--- src/rtl/yrv_irq_stim.sv ---
// ---------------------------------------------------------------------------
// yrv_irq_stim -- multi-channel periodic interrupt/event stimulus generator
//
// Drives ei_req/nmi_req-style request lines at programmable intervals. Each
// channel has its own interval counter, and each channel runs in either
// pulse mode or level (held-until-acknowledged) mode. A channel sets its
// sticky overrun flag when a new event arrives before the previous request
// has been consumed.
//
// Optional feature macro: YRV_IRQ_STIM_JITTER_EN
//   When this macro is defined, a 16-bit Fibonacci LFSR adds a per-channel
//   random extension of 0..2^JIT_W-1 cycles to each interval. When it is not
//   defined, no LFSR logic exists and every interval is exact.
//
// Ports:
//   clk          clock
//   resetb       asynchronous active-low reset
//   enable       global run enable
//   period       per-channel interval in cycles, [c*CNT_W +: CNT_W], 0 = off
//   pulse_len    per-channel pulse length, [c*PLS_W +: PLS_W], 0 treated as 1
//   level_mode   per channel: 1 = level/ack mode, 0 = pulse mode
//   irq_ack      per-channel acknowledge for level mode
//   overrun_clr  clears all overrun flags
//   irq_req      request lines (registered)
//   overrun      sticky overrun flags (registered)
// ---------------------------------------------------------------------------
module yrv_irq_stim #(
  parameter int CHANNELS = 2,
  parameter int CNT_W    = 16,
  parameter int PLS_W    = 4
`ifdef YRV_IRQ_STIM_JITTER_EN
  ,
  parameter int          JIT_W = 3,
  parameter logic [15:0] SEED  = 16'hACE1
`endif
) (
  input  logic                      clk,
  input  logic                      resetb,
  input  logic                      enable,
  input  logic [CHANNELS*CNT_W-1:0] period,
  input  logic [CHANNELS*PLS_W-1:0] pulse_len,
  input  logic [CHANNELS-1:0]       level_mode,
  input  logic [CHANNELS-1:0]       irq_ack,
  input  logic                      overrun_clr,
  output logic [CHANNELS-1:0]       irq_req,
  output logic [CHANNELS-1:0]       overrun
);

  localparam logic [CNT_W:0] ONE_CW1 = (CNT_W+1)'(1);

`ifdef YRV_IRQ_STIM_JITTER_EN
  // Shared LFSR. It advances only while the generator runs.
  logic [15:0] r_lfsr;
  logic        r_en_d;
  logic        w_lfsr_fb;
  logic [31:0] w_lfsr2;

  // Fibonacci taps 16,14,13,11 map to bits 15,13,12,10.
  assign w_lfsr_fb = r_lfsr[15] ^ r_lfsr[13] ^ r_lfsr[12] ^ r_lfsr[10];
  // Doubling the LFSR lets a jitter field that crosses bit 15 wrap around
  // cleanly to bit 0.
  assign w_lfsr2   = {r_lfsr, r_lfsr};

  always_ff @(posedge clk or negedge resetb) begin
    if (!resetb) begin
      r_lfsr <= SEED;
      r_en_d <= 1'b0;
    end else begin
      r_en_d <= enable;
      if (enable) r_lfsr <= {r_lfsr[14:0], w_lfsr_fb};
    end
  end
`endif

  genvar gi;
  generate
    for (gi = 0; gi < CHANNELS; gi = gi + 1) begin : g_ch
      logic [CNT_W-1:0] w_period;
      logic [PLS_W-1:0] w_plen;
      logic [CNT_W:0]   w_thr;
      logic             w_event;
      logic             w_ovr_new;
      logic [PLS_W-1:0] w_pcnt_nxt;
      logic             w_pend_nxt;
      logic [CNT_W-1:0] w_cnt_nxt;

      logic [CNT_W-1:0] r_cnt;
      logic [PLS_W-1:0] r_pcnt;
      logic             r_pend;
      logic             r_ovr;
      logic             r_irq;

      assign w_period = period[gi*CNT_W +: CNT_W];
      assign w_plen   = (pulse_len[gi*PLS_W +: PLS_W] == '0) ? PLS_W'(1)
                                                             : pulse_len[gi*PLS_W +: PLS_W];

`ifdef YRV_IRQ_STIM_JITTER_EN
      logic [JIT_W-1:0] r_jit;

      // A new jitter value is taken at every wrap and when the generator
      // starts, so each interval gets an independent extension.
      always_ff @(posedge clk or negedge resetb) begin
        if (!resetb) r_jit <= '0;
        else if ((enable && !r_en_d) || w_event)
          r_jit <= w_lfsr2[(gi*JIT_W) % 16 +: JIT_W];
      end

      assign w_thr = {1'b0, w_period} - ONE_CW1 + {{(CNT_W+1-JIT_W){1'b0}}, r_jit};
`else
      assign w_thr = {1'b0, w_period} - ONE_CW1;
`endif

      // The >= compare means that lowering the period below the running count
      // fires an event at once and does not let the count wrap around.
      assign w_event = enable && (w_period != '0) && ({1'b0, r_cnt} >= w_thr);

      // Overrun applies only to the mode selected when the event fires. An
      // ack in the same cycle as the event absorbs the older request.
      assign w_ovr_new = w_event && (level_mode[gi] ? (r_pend && !irq_ack[gi])
                                                    : (r_pcnt != '0));

      always_comb begin
        w_cnt_nxt = r_cnt + CNT_W'(1);
        if (!enable || (w_period == '0) || w_event) w_cnt_nxt = '0;

        // Pulse state and pending state each drain by their own rule, so a
        // mode switch leaves any request that is already active unchanged.
        w_pcnt_nxt = r_pcnt;
        if (!enable)                         w_pcnt_nxt = '0;
        else if (w_event && !level_mode[gi]) w_pcnt_nxt = w_plen;
        else if (r_pcnt != '0)               w_pcnt_nxt = r_pcnt - PLS_W'(1);

        w_pend_nxt = r_pend;
        if (w_event && level_mode[gi]) w_pend_nxt = 1'b1;
        else if (irq_ack[gi])          w_pend_nxt = 1'b0;
      end

      always_ff @(posedge clk or negedge resetb) begin
        if (!resetb) begin
          r_cnt  <= '0;
          r_pcnt <= '0;
          r_pend <= 1'b0;
          r_ovr  <= 1'b0;
          r_irq  <= 1'b0;
        end else begin
          r_cnt  <= w_cnt_nxt;
          r_pcnt <= w_pcnt_nxt;
          r_pend <= w_pend_nxt;
          r_ovr  <= (r_ovr && !overrun_clr) || w_ovr_new;
          r_irq  <= (w_pcnt_nxt != '0) || w_pend_nxt;
        end
      end

      assign irq_req[gi] = r_irq;
      assign overrun[gi] = r_ovr;
    end
  endgenerate

endmodule

--- config.mk ---
export PLATFORM = sky130hd
export DESIGN_NAME = yrv_irq_stim
export DESIGN_NICKNAME = d
export VERILOG_FILES = /design/src/rtl/yrv_irq_stim.sv
export SDC_FILE = /design/constraint.sdc
export NUM_CORES = 1
export LEC_CHECK = 0
export BUFFER_PORTS_ARGS = -buffer_cell sky130_fd_sc_hd__buf_2
export CORE_ASPECT_RATIO = 0.7
export CORE_MARGIN = 5
export CORE_UTILIZATION = 30
export CTS_BUF_LIST = sky130_fd_sc_hd__clkbuf_8 sky130_fd_sc_hd__clkbuf_16
export DETAILED_ROUTE_END_ITERATION = 7
export MAX_ROUTING_LAYER = met4
export SLEW_MARGIN = 40
export SYNTH_ARGS = -nofsm -noshare
export SYNTH_HDL_FRONTEND = slang
export SYNTH_SLANG_ARGS = --single-unit
--- constraint.sdc ---
create_clock -name clk -period 2.86 [get_ports clk]
set_clock_uncertainty 0.2 [all_clocks]
set_input_delay 0 -clock clk [delete_from_list [all_inputs] [get_ports clk]]
set_output_delay 0 -clock clk [all_outputs]
set_load 0.01 [all_outputs]
==> implementation parameters, run 1 <==
Parameter                              Value

Outcome
  Outcome ... finished clean

Worst setup path
  Start of the worst register-to-register path ... g_ch[1].r_cnt[2]
  Arrival @ worst endpoint ... between 2000 and 3000 ps
  Data required time of the critical path ... about 2800 ps
  Critical path class ... primary input to flop
  Crit-path max FO ... 4
  Endpoint kind of the worst setup timing path ... flop
  Critical Path Start Type ... primary input
  Worst reg2reg endpoint ... g_ch[1].r_irq
  Worst reg-to-reg path cell count ... 9
  R2R setup slack ... 180 ps

Floorplanning
  Die boundary height ... about 100 um
  Die area ... 14,400 sq um
  Starting density of the core ... 30.7%
  Die width ... ~140 um
  Number of top-level pins ... 52
  Area inside the core boundary ... between 10,000 and 15,000 sq um
  Std cell rows ... 33

Timing
  Worst max-slew margin expressed relative to the limit ... 59.8%
  Setup TNS ... 0 ps
  Unrepaired setup endpoints after global routing ... yes
  Fmax ... 0.353 GHz
  Transition time of the tightest slew-check pin ... 602 ps
  Worst hold margin ... between 50 and 60 ps
  Part of the cycle the worst path needs ... 99.0%
  Final setup viols ... 0
  Final period demand of the worst path ... around 2800 ps
  Fin. Hold Viols ... 0
  Number of slew-limit violations in the final report ... 0

Place
  DP Wirelength ... 7.00 mm
  Instance area at placement ... roughly 4400 sq um
  Global placement routability congestion ... around 0.84
  Count of input and output buffers ... 51

Finish
  Net count reported at finish ... slightly above 600
  Number of filler cells placed in the layout ... about 1,200
  Fraction of layout instances using a drive strength above 1 ... 28.3%
  Number of antenna diodes ... 0
  Total area of multi-input combinational cells ... between 2000 and 3000 sq um
  Finished layout cell area ... 4900 sq um
  Sequential cell area ... around 1200 sq um
  Synth-to-Final Area Change ... 35.6%

Synthesis
  Top cells by area in the synthesized netlist ... sky130_fd_sc_hd__dfrtp_1 32%, sky130_fd_sc_hd__ha_1 14%, sky130_fd_sc_hd__xnor2_1 10%
  Total nets after synthesis ... 502
  Cell type contributing the most total cell area after synthesis ... sky130_fd_sc_hd__dfrtp_1
  Share of the synthesized area in the top cell type ... 31.8%
  Count of state elements after synthesis ... 46
  Commonest cells in the synthesized netlist ... 71 x sky130_fd_sc_hd__nor2_1, 46 x sky130_fd_sc_hd__dfrtp_1, 42 x sky130_fd_sc_hd__xnor2_1
  Synthesized area divided by synthesized cell count ... 8.73 sq um
  Share of synthesized area occupied by flip-flops and latches ... between 30% and 40%
  Most used DFF post-synth ... sky130_fd_sc_hd__dfrtp_1
  Synthesis warning total ... 0
  Post-Syn Area ... between 3000 and 4000 sq um
  Most instantiated library cell after synthesis ... sky130_fd_sc_hd__nor2_1
  Cells after synthesis ... roughly 410
  Number of flops mapped to enable cells by yosys ... 0
  Unique masters post-synth ... between 50 and 60
  Share of flip-flops with an asynchronous set or reset after synthesis ... 100%

Clocking
  Clock root buffer ... sky130_fd_sc_hd__clkbuf_16
  Clock input transition at the sequential cells of the worst setup and hold paths ... roughly 70 ps
  H-Tree Level Count ... 2
  Clock Path Buffers ... 2
  Clk_lat worst skew ... just under 300 ps
  Number of buffers created by CTS ... 5
  Clock tree from TritonCTS ... yes
  CTS Sinks ... 46

Routing
  Pre-Repair DR Iteration Count ... 4
  Remaining DRCs ... 0
  WL/cell ... ~13 um
  Drt via density ... between 4 and 5
  Final WL ... 8.83 mm
  Routed via count ... 3,254
  Post-route ant nets ... 0
  First DRT Iteration DRCs ... 77

Power and ir drop
  Leak pwr ... roughly 2.2 nW
  IR Drop Worst-Case VDD ... approximately 0.26 mV
  Total Power Consumption ... approximately 2 mW
  P per Cell Area ... 413 nW/um^2

Hold path
  HP Class ... primary input to asynchronous set/reset pin

Run
  Max-cap violations ... 0

Global route
  Vias in the first global route ... 3,193
  Number of antenna violations at the first check in global routing ... 0
  Pin count of the biggest net entering global routing ... 47
  Overall global routing resource usage ... about an eighth
  Wire length of the first global-routing pass ... roughly 15 mm
  Total grt overflow ... 0
==> area by class of cell <==
class	count	share of cell area, %
Clock inverter	3	0.434
Timing Repair Buffer	115	16.2
Inverter	21	1.61
Clock buffer	5	2.55
Sequential cell	46	23.5
Multi-Input combinational cell	340	51.7
Tap cell	157	4.01
==> sequential cells by signal, summed over array words and instances (netlist names) <==
register,flops
g_ch.r_cnt,32
g_ch.r_pcnt,8
g_ch.r_irq,2
g_ch.r_ovr,2
g_ch.r_pend,2
==> how the worst max path moves through the flow <==
stage,start,to,cells past startpoint
after floorplan,period[5],g_ch[0].r_irq,13
after global placement,period[5],g_ch[0].r_irq,14
after detailed placement,period[5],g_ch[0].r_irq,14
after CTS,period[6],g_ch[0].r_irq,14
after global routing,period[6],g_ch[0].r_irq,14
final,period[6],g_ch[0].r_irq,15
==> repair_timing <==
item / CTS / global route
buffers inserted: 2 / 1
resized for setup: 7 / 21
endpoints found under the setup margin: 3 / 43
endpoints found under the hold margin: 60 / 0
hold buffers: 15 / 0
pin swaps: 12 / 9
==> cells by family after synthesis <==
family | Yosys count | share of synthesized area (%)
compound gates | 52 | 10.0
buf+inv | 28 | 3.43
fa+ha+maj | 40 | 13.8
xor+xnor | 58 | 14.1
simple gates | 182 | 24.5
flops | 46 | 31.8
mux | 8 | 2.25
==> critical path, cell delays in order <==
cell and delay (ps):
sky130_fd_sc_hd__buf_6 90, sky130_fd_sc_hd__or4_4 570, sky130_fd_sc_hd__nor2_4 160, sky130_fd_sc_hd__nand2b_4 90, sky130_fd_sc_hd__buf_4 140, sky130_fd_sc_hd__nor2_2 80, sky130_fd_sc_hd__xnor2_1 150, sky130_fd_sc_hd__ha_1 270
sky130_fd_sc_hd__nand2_2 70, sky130_fd_sc_hd__nor3_2 50, sky130_fd_sc_hd__a2111o_1 440, sky130_fd_sc_hd__o21ai_4 230, sky130_fd_sc_hd__nor3_4 80, sky130_fd_sc_hd__mux2i_1 120, sky130_fd_sc_hd__a211o_1 250
==> placed cells by master, fill, tap and decap left out, types with 3 or more instances in the layout <==
cell type	instances
sky130_fd_sc_hd__a211oi_1	4
sky130_fd_sc_hd__a21o_1	3
sky130_fd_sc_hd__a21oi_1	11
sky130_fd_sc_hd__a21oi_2	4
sky130_fd_sc_hd__buf_2	48
sky130_fd_sc_hd__buf_4	48
sky130_fd_sc_hd__buf_6	4
sky130_fd_sc_hd__clkbuf_16	5
sky130_fd_sc_hd__dfrtp_1	45
sky130_fd_sc_hd__dlygate4sd3_1	15
sky130_fd_sc_hd__ha_1	39
sky130_fd_sc_hd__inv_1	20
sky130_fd_sc_hd__mux2i_1	6
sky130_fd_sc_hd__nand2_1	26
sky130_fd_sc_hd__nand3_1	22
sky130_fd_sc_hd__nand4_1	9
sky130_fd_sc_hd__nor2_1	65
sky130_fd_sc_hd__nor2_2	4
sky130_fd_sc_hd__nor2b_1	4
sky130_fd_sc_hd__nor3_1	15
sky130_fd_sc_hd__nor3_4	3
sky130_fd_sc_hd__nor4_1	3
sky130_fd_sc_hd__o21ai_0	9
sky130_fd_sc_hd__o31ai_1	3
sky130_fd_sc_hd__or4_4	3
sky130_fd_sc_hd__xnor2_1	41
sky130_fd_sc_hd__xor2_1	16
==> metrics by stage <==
| stage | std cells | util (%) | worst slack [ps] |
|---|---|---|---|
| 6_report | 687 | 41.7 | 29.9 |
| 3_3_place_gp | 661 | 37.8 | -318 |
| 3_5_place_dp | 661 | 37.8 | -386 |
| 4_1_cts | 686 | 40.7 | 2.55 |
| 2_1_floorplan | 414 | - | -70.0 |
| 5_1_grt | 687 | 41.7 | -66.8 |
==> report_power, final <==
group / switching, mW / internal [mW]
Clock: 0.248 / 0.324
Sequential: 0.0511 / 0.713
Combinational: 0.354 / 0.336
Total: 0.653 / 1.37
==> per-layer routing <==
layer  vias to the layer above  GRT usage [%]  wire [um]
met2                        54           19.3       3750
met4                         0           2.23         74
li1                       1684              -          -
met3                         6           2.71        367
met5                         -              -          0
met1                      1510           18.0       4630
Note: power is estimated with default switching activity, not from simulation.
==> run 2: changes to the inputs <==
- CELL_PAD_IN_SITES_DETAIL_PLACEMENT: not set -> 1
- CELL_PAD_IN_SITES_GLOBAL_PLACEMENT: not set -> 2
- MAX_ROUTING_LAYER: met4 -> not set
- PLACE_DENSITY_LB_ADDON: not set -> 0.1
- REMOVE_ABC_BUFFERS: not set -> 1
==> run 2 against run 1 <==
The flow now finishes with violations (negative setup slack). Combinational power is 9.1% higher. Design area is 5.3% higher. Critical endpoint unchanged. Sequential share of layout area is 1.2 points lower. Routed wire length is 22% higher.
==> implementation parameters, run 2 (synthesis results as in run 1) <==
Parameter                              Value

Clocking
  Number of buffers created by CTS ... 5 (unchanged)
  Clock tree from TritonCTS ... yes (unchanged)
  Clock input transition at the sequential cells of the worst setup and hold paths ... 60 ps (was 70 ps)
  CTS Sinks ... 46 (unchanged)
  H-Tree Level Count ... 2 (unchanged)
  Clock Path Buffers ... 2 (unchanged)
  Clk_lat worst skew ... 290 ps (about the same)
  Clock root buffer ... sky130_fd_sc_hd__clkbuf_16 (unchanged)

Worst setup path
  Critical path class ... primary input to flop (unchanged)
  Endpoint kind of the worst setup timing path ... flop (unchanged)
  Worst Setup EP ... g_ch[0].r_irq (unchanged)
  Data required time of the critical path ... 2830 ps (was 2840 ps)
  Start of the worst register-to-register path ... g_ch[1].r_cnt[4] (was g_ch[1].r_cnt[2])
  Arrival @ worst endpoint ... 2870 ps (was 2810 ps)
  Crit-path max FO ... 4 (unchanged)
  Start point of the critical path ... period[5] (was period[6])
  R2R setup slack ... 220 ps (was 180 ps)
  Worst reg2reg endpoint ... g_ch[1].r_irq (unchanged)
  Worst reg-to-reg path cell count ... 9 (unchanged)
  Critical Path Start Type ... primary input (unchanged)

Routing
  Drt via density ... 4.87 (was 4.74)
  First DRT Iteration DRCs ... 63 (was 77)
  Post-route ant nets ... 0 (unchanged)
  WL/cell ... 15.4 um (was 12.8 um)
  Final WL ... 10.8 mm (was 8.83 mm)
  Routed via count ... 3,406 (was 3,254)
  Pre-Repair DR Iteration Count ... 4 (unchanged)
  Remaining DRCs ... 0 (unchanged)

Floorplanning
  Std cell rows ... 33 (unchanged)
  Number of top-level pins ... 52 (unchanged)
  Die boundary height ... 102 um (unchanged)
  Area inside the core boundary ... 11,800 sq um (unchanged)
  Die area ... 14,400 sq um (unchanged)
  Die width ... 141 um (unchanged)
  Starting density of the core ... 30.7% (unchanged)

Power and ir drop
  Internal power of the cells ... 1.46 mW (was 1.37 mW)
  P per Cell Area ... 419 nW/um^2 (was 413 nW/um^2)
  IR Drop Worst-Case VDD ... 0.231 mV (was 0.264 mV)
  Share of power burned in registers ... 35.4% (was 37.7%)
  Leak pwr ... 2.32 nW (was 2.23 nW)
  Net switching fraction of the power ... 32.3% (was 32.2%)
  Net switching power ... 0.699 mW (was 0.653 mW)
  Combinational group share of total power ... 34.8% (was 34.0%)
  Clock power share ... 29.8% (was 28.2%)

Finish
  Fraction of layout instances using a drive strength above 1 ... 33.3% (was 28.3%)
  Net count reported at finish ... 630 (was 617)
  Largest registers in the final layout ... g_ch.r_cnt: 32 flops, g_ch.r_pcnt: 8 flops (unchanged)
  Number of antenna diodes ... 0 (unchanged)
  Most frequent standard cell in the layout excluding fill and tap cells ... sky130_fd_sc_hd__nor2_1 (unchanged)
  Most used cells in the layout excluding fill and tap cells ... 59 x sky130_fd_sc_hd__nor2_1, 56 x sky130_fd_sc_hd__buf_4, 46 x sky130_fd_sc_hd__dfrtp_1, 46 x sky130_fd_sc_hd__buf_2, 42 x sky130_fd_sc_hd__xnor2_1 (was 65 x sky130_fd_sc_hd__nor2_1, 48 x sky130_fd_sc_hd__buf_2, 48 x sky130_fd_sc_hd__buf_4, 45 x sky130_fd_sc_hd__dfrtp_1, 41 x sky130_fd_sc_hd__xnor2_1)
  Fin cells ... 700 (was 687)
  Number of filler cells placed in the layout ... 1,397 (was 1,173)
  Synth-to-Final Area Change ... 42.7% (was 35.6%)
  Max reg flops ... 32 (unchanged)
  Most flops, register ... g_ch.r_cnt (unchanged)

Timing
  Number of slew-limit violations in the final report ... 0 (unchanged)
  Final worst setup slack ... -38.5 ps (was 29.9 ps)
  Part of the cycle the worst path needs ... 101% (was 99.0%)
  Transition time of the tightest slew-check pin ... 606 ps (was 602 ps)
  Fmax ... 0.345 GHz (was 0.353 GHz)
  Final period demand of the worst path ... 2900 ps (was 2830 ps)
  Final setup viols ... 4 (was 0)
  Fin. Hold Viols ... 0 (unchanged)
  Worst max-slew margin expressed relative to the limit ... 59.6% (was 59.8%)
  Worst hold margin ... 74.9 ps (was 57.9 ps)
  Unrepaired setup endpoints after global routing ... yes (unchanged)

Place
  Count of input and output buffers ... 51 (unchanged)
  DP Wirelength ... 8.36 mm (was 7.00 mm)
  Number of placed cells counting well taps ... 670 (was 661)
  Global placement routability congestion ... 0.741 (was 0.837)

Run
  Max-cap violations ... 0 (unchanged)

Global route
  Total grt overflow ... 0 (unchanged)
  Number of antenna violations at the first check in global routing ... 0 (unchanged)
  Pin count of the biggest net entering global routing ... 47 (unchanged)
  Wire length of the first global-routing pass ... 17.9 mm (was 14.8 mm)
  Vias in the first global route ... 3,616 (was 3,193)
  Overall global routing resource usage ... 15.3% (was 12.8%)

Hold path
  HP Class ... primary input to asynchronous set/reset pin (unchanged)

Outcome
  Outcome ... finished with violations (was finished clean)
  Violations in the final reports ... negative setup slack
-- run 2: final cells by class --
class,instances,area [sq um],share of cell area [%]
clock buffers,8,166,3.23
inverters,21,78.8,1.53
multi-input cells,340,2630,51.0
flip-flops and latches,46,1150,22.3
well taps,157,196,3.81
repair buffers,128,937,18.2
-- run 2: per-layer routing --
| metal | share of wire, % | track usage (%) | wire, um |
|---|---|---|---|
| met1 | 52 | 21.5 | 5570 |
| met4 | 0.67 | 2.83 | 72 |
| met3 | 2.3 | 2.67 | 245 |
| met2 | 45 | 25.4 | 4910 |
| met5 | 0 | 0 | 0 |
-- run 2: worst min path at each step --
| stage | end | slack (ps) | start | cells past startpoint |
|---|---|---|---|---|
| finish | g_ch[0].r_cnt[3] | 70 | resetb | 2 |
| global route | g_ch[0].r_cnt[3] | 160 | resetb | 2 |
| CTS | g_ch[0].r_cnt[3] | 100 | resetb | 2 |
| detailed placement | g_ch[0].r_cnt[3] | -140 | resetb | 1 |
| global placement | g_ch[0].r_cnt[3] | 60 | resetb | 1 |
| floorplan | g_ch[0].r_cnt[0] | -500 | resetb | 0 |
-- run 2: timing repair --
action                                  CTS  global route
pin swaps                                12            19
endpoints found under the setup margin   44            45
hold buffers                             15             0
endpoints found under the hold margin    60             0
setup buffers                             3             3
resized for setup                        28            50
cloned                                    0             1
-- run 2: stage by stage --
stage	utilization [%]	cell area, sq um	setup slack (ps)	TNS (ps)	total power, mW
global route	43.8	5160	-141	-967	2.32
detailed placement	37.8	4450	-721	-18360	1.46
CTS	41.9	4930	-62.9	-62.9	2.16
finish	43.8	5160	-38.5	-81.0	2.16
global placement	37.8	4450	-452	-13120	1.44
floorplan	-	3570	-285	-2890	1.19
-- run 2: power by group through the flow --
stage / logic, mW / clock network [mW] / registers [mW]
finish: 0.752 / 0.645 / 0.766
global route: 0.849 / 0.701 / 0.772
CTS: 0.724 / 0.669 / 0.766
detailed placement: 0.684 / 0 / 0.777
global placement: 0.664 / 0 / 0.775
floorplan: 0.420 / 0 / 0.770
-- run 2: critical path, cell delays in order --
cell and delay (ps):
sky130_fd_sc_hd__buf_6 90, sky130_fd_sc_hd__or4_4 580, sky130_fd_sc_hd__nor3b_4 260, sky130_fd_sc_hd__nor2b_2 190, sky130_fd_sc_hd__xnor2_1 130, sky130_fd_sc_hd__ha_1 280
sky130_fd_sc_hd__nand3_2 130, sky130_fd_sc_hd__nor3_4 50, sky130_fd_sc_hd__a2111o_1 400, sky130_fd_sc_hd__o21ai_4 260, sky130_fd_sc_hd__nor2_4 70, sky130_fd_sc_hd__mux2i_1 140
sky130_fd_sc_hd__a211o_1 280
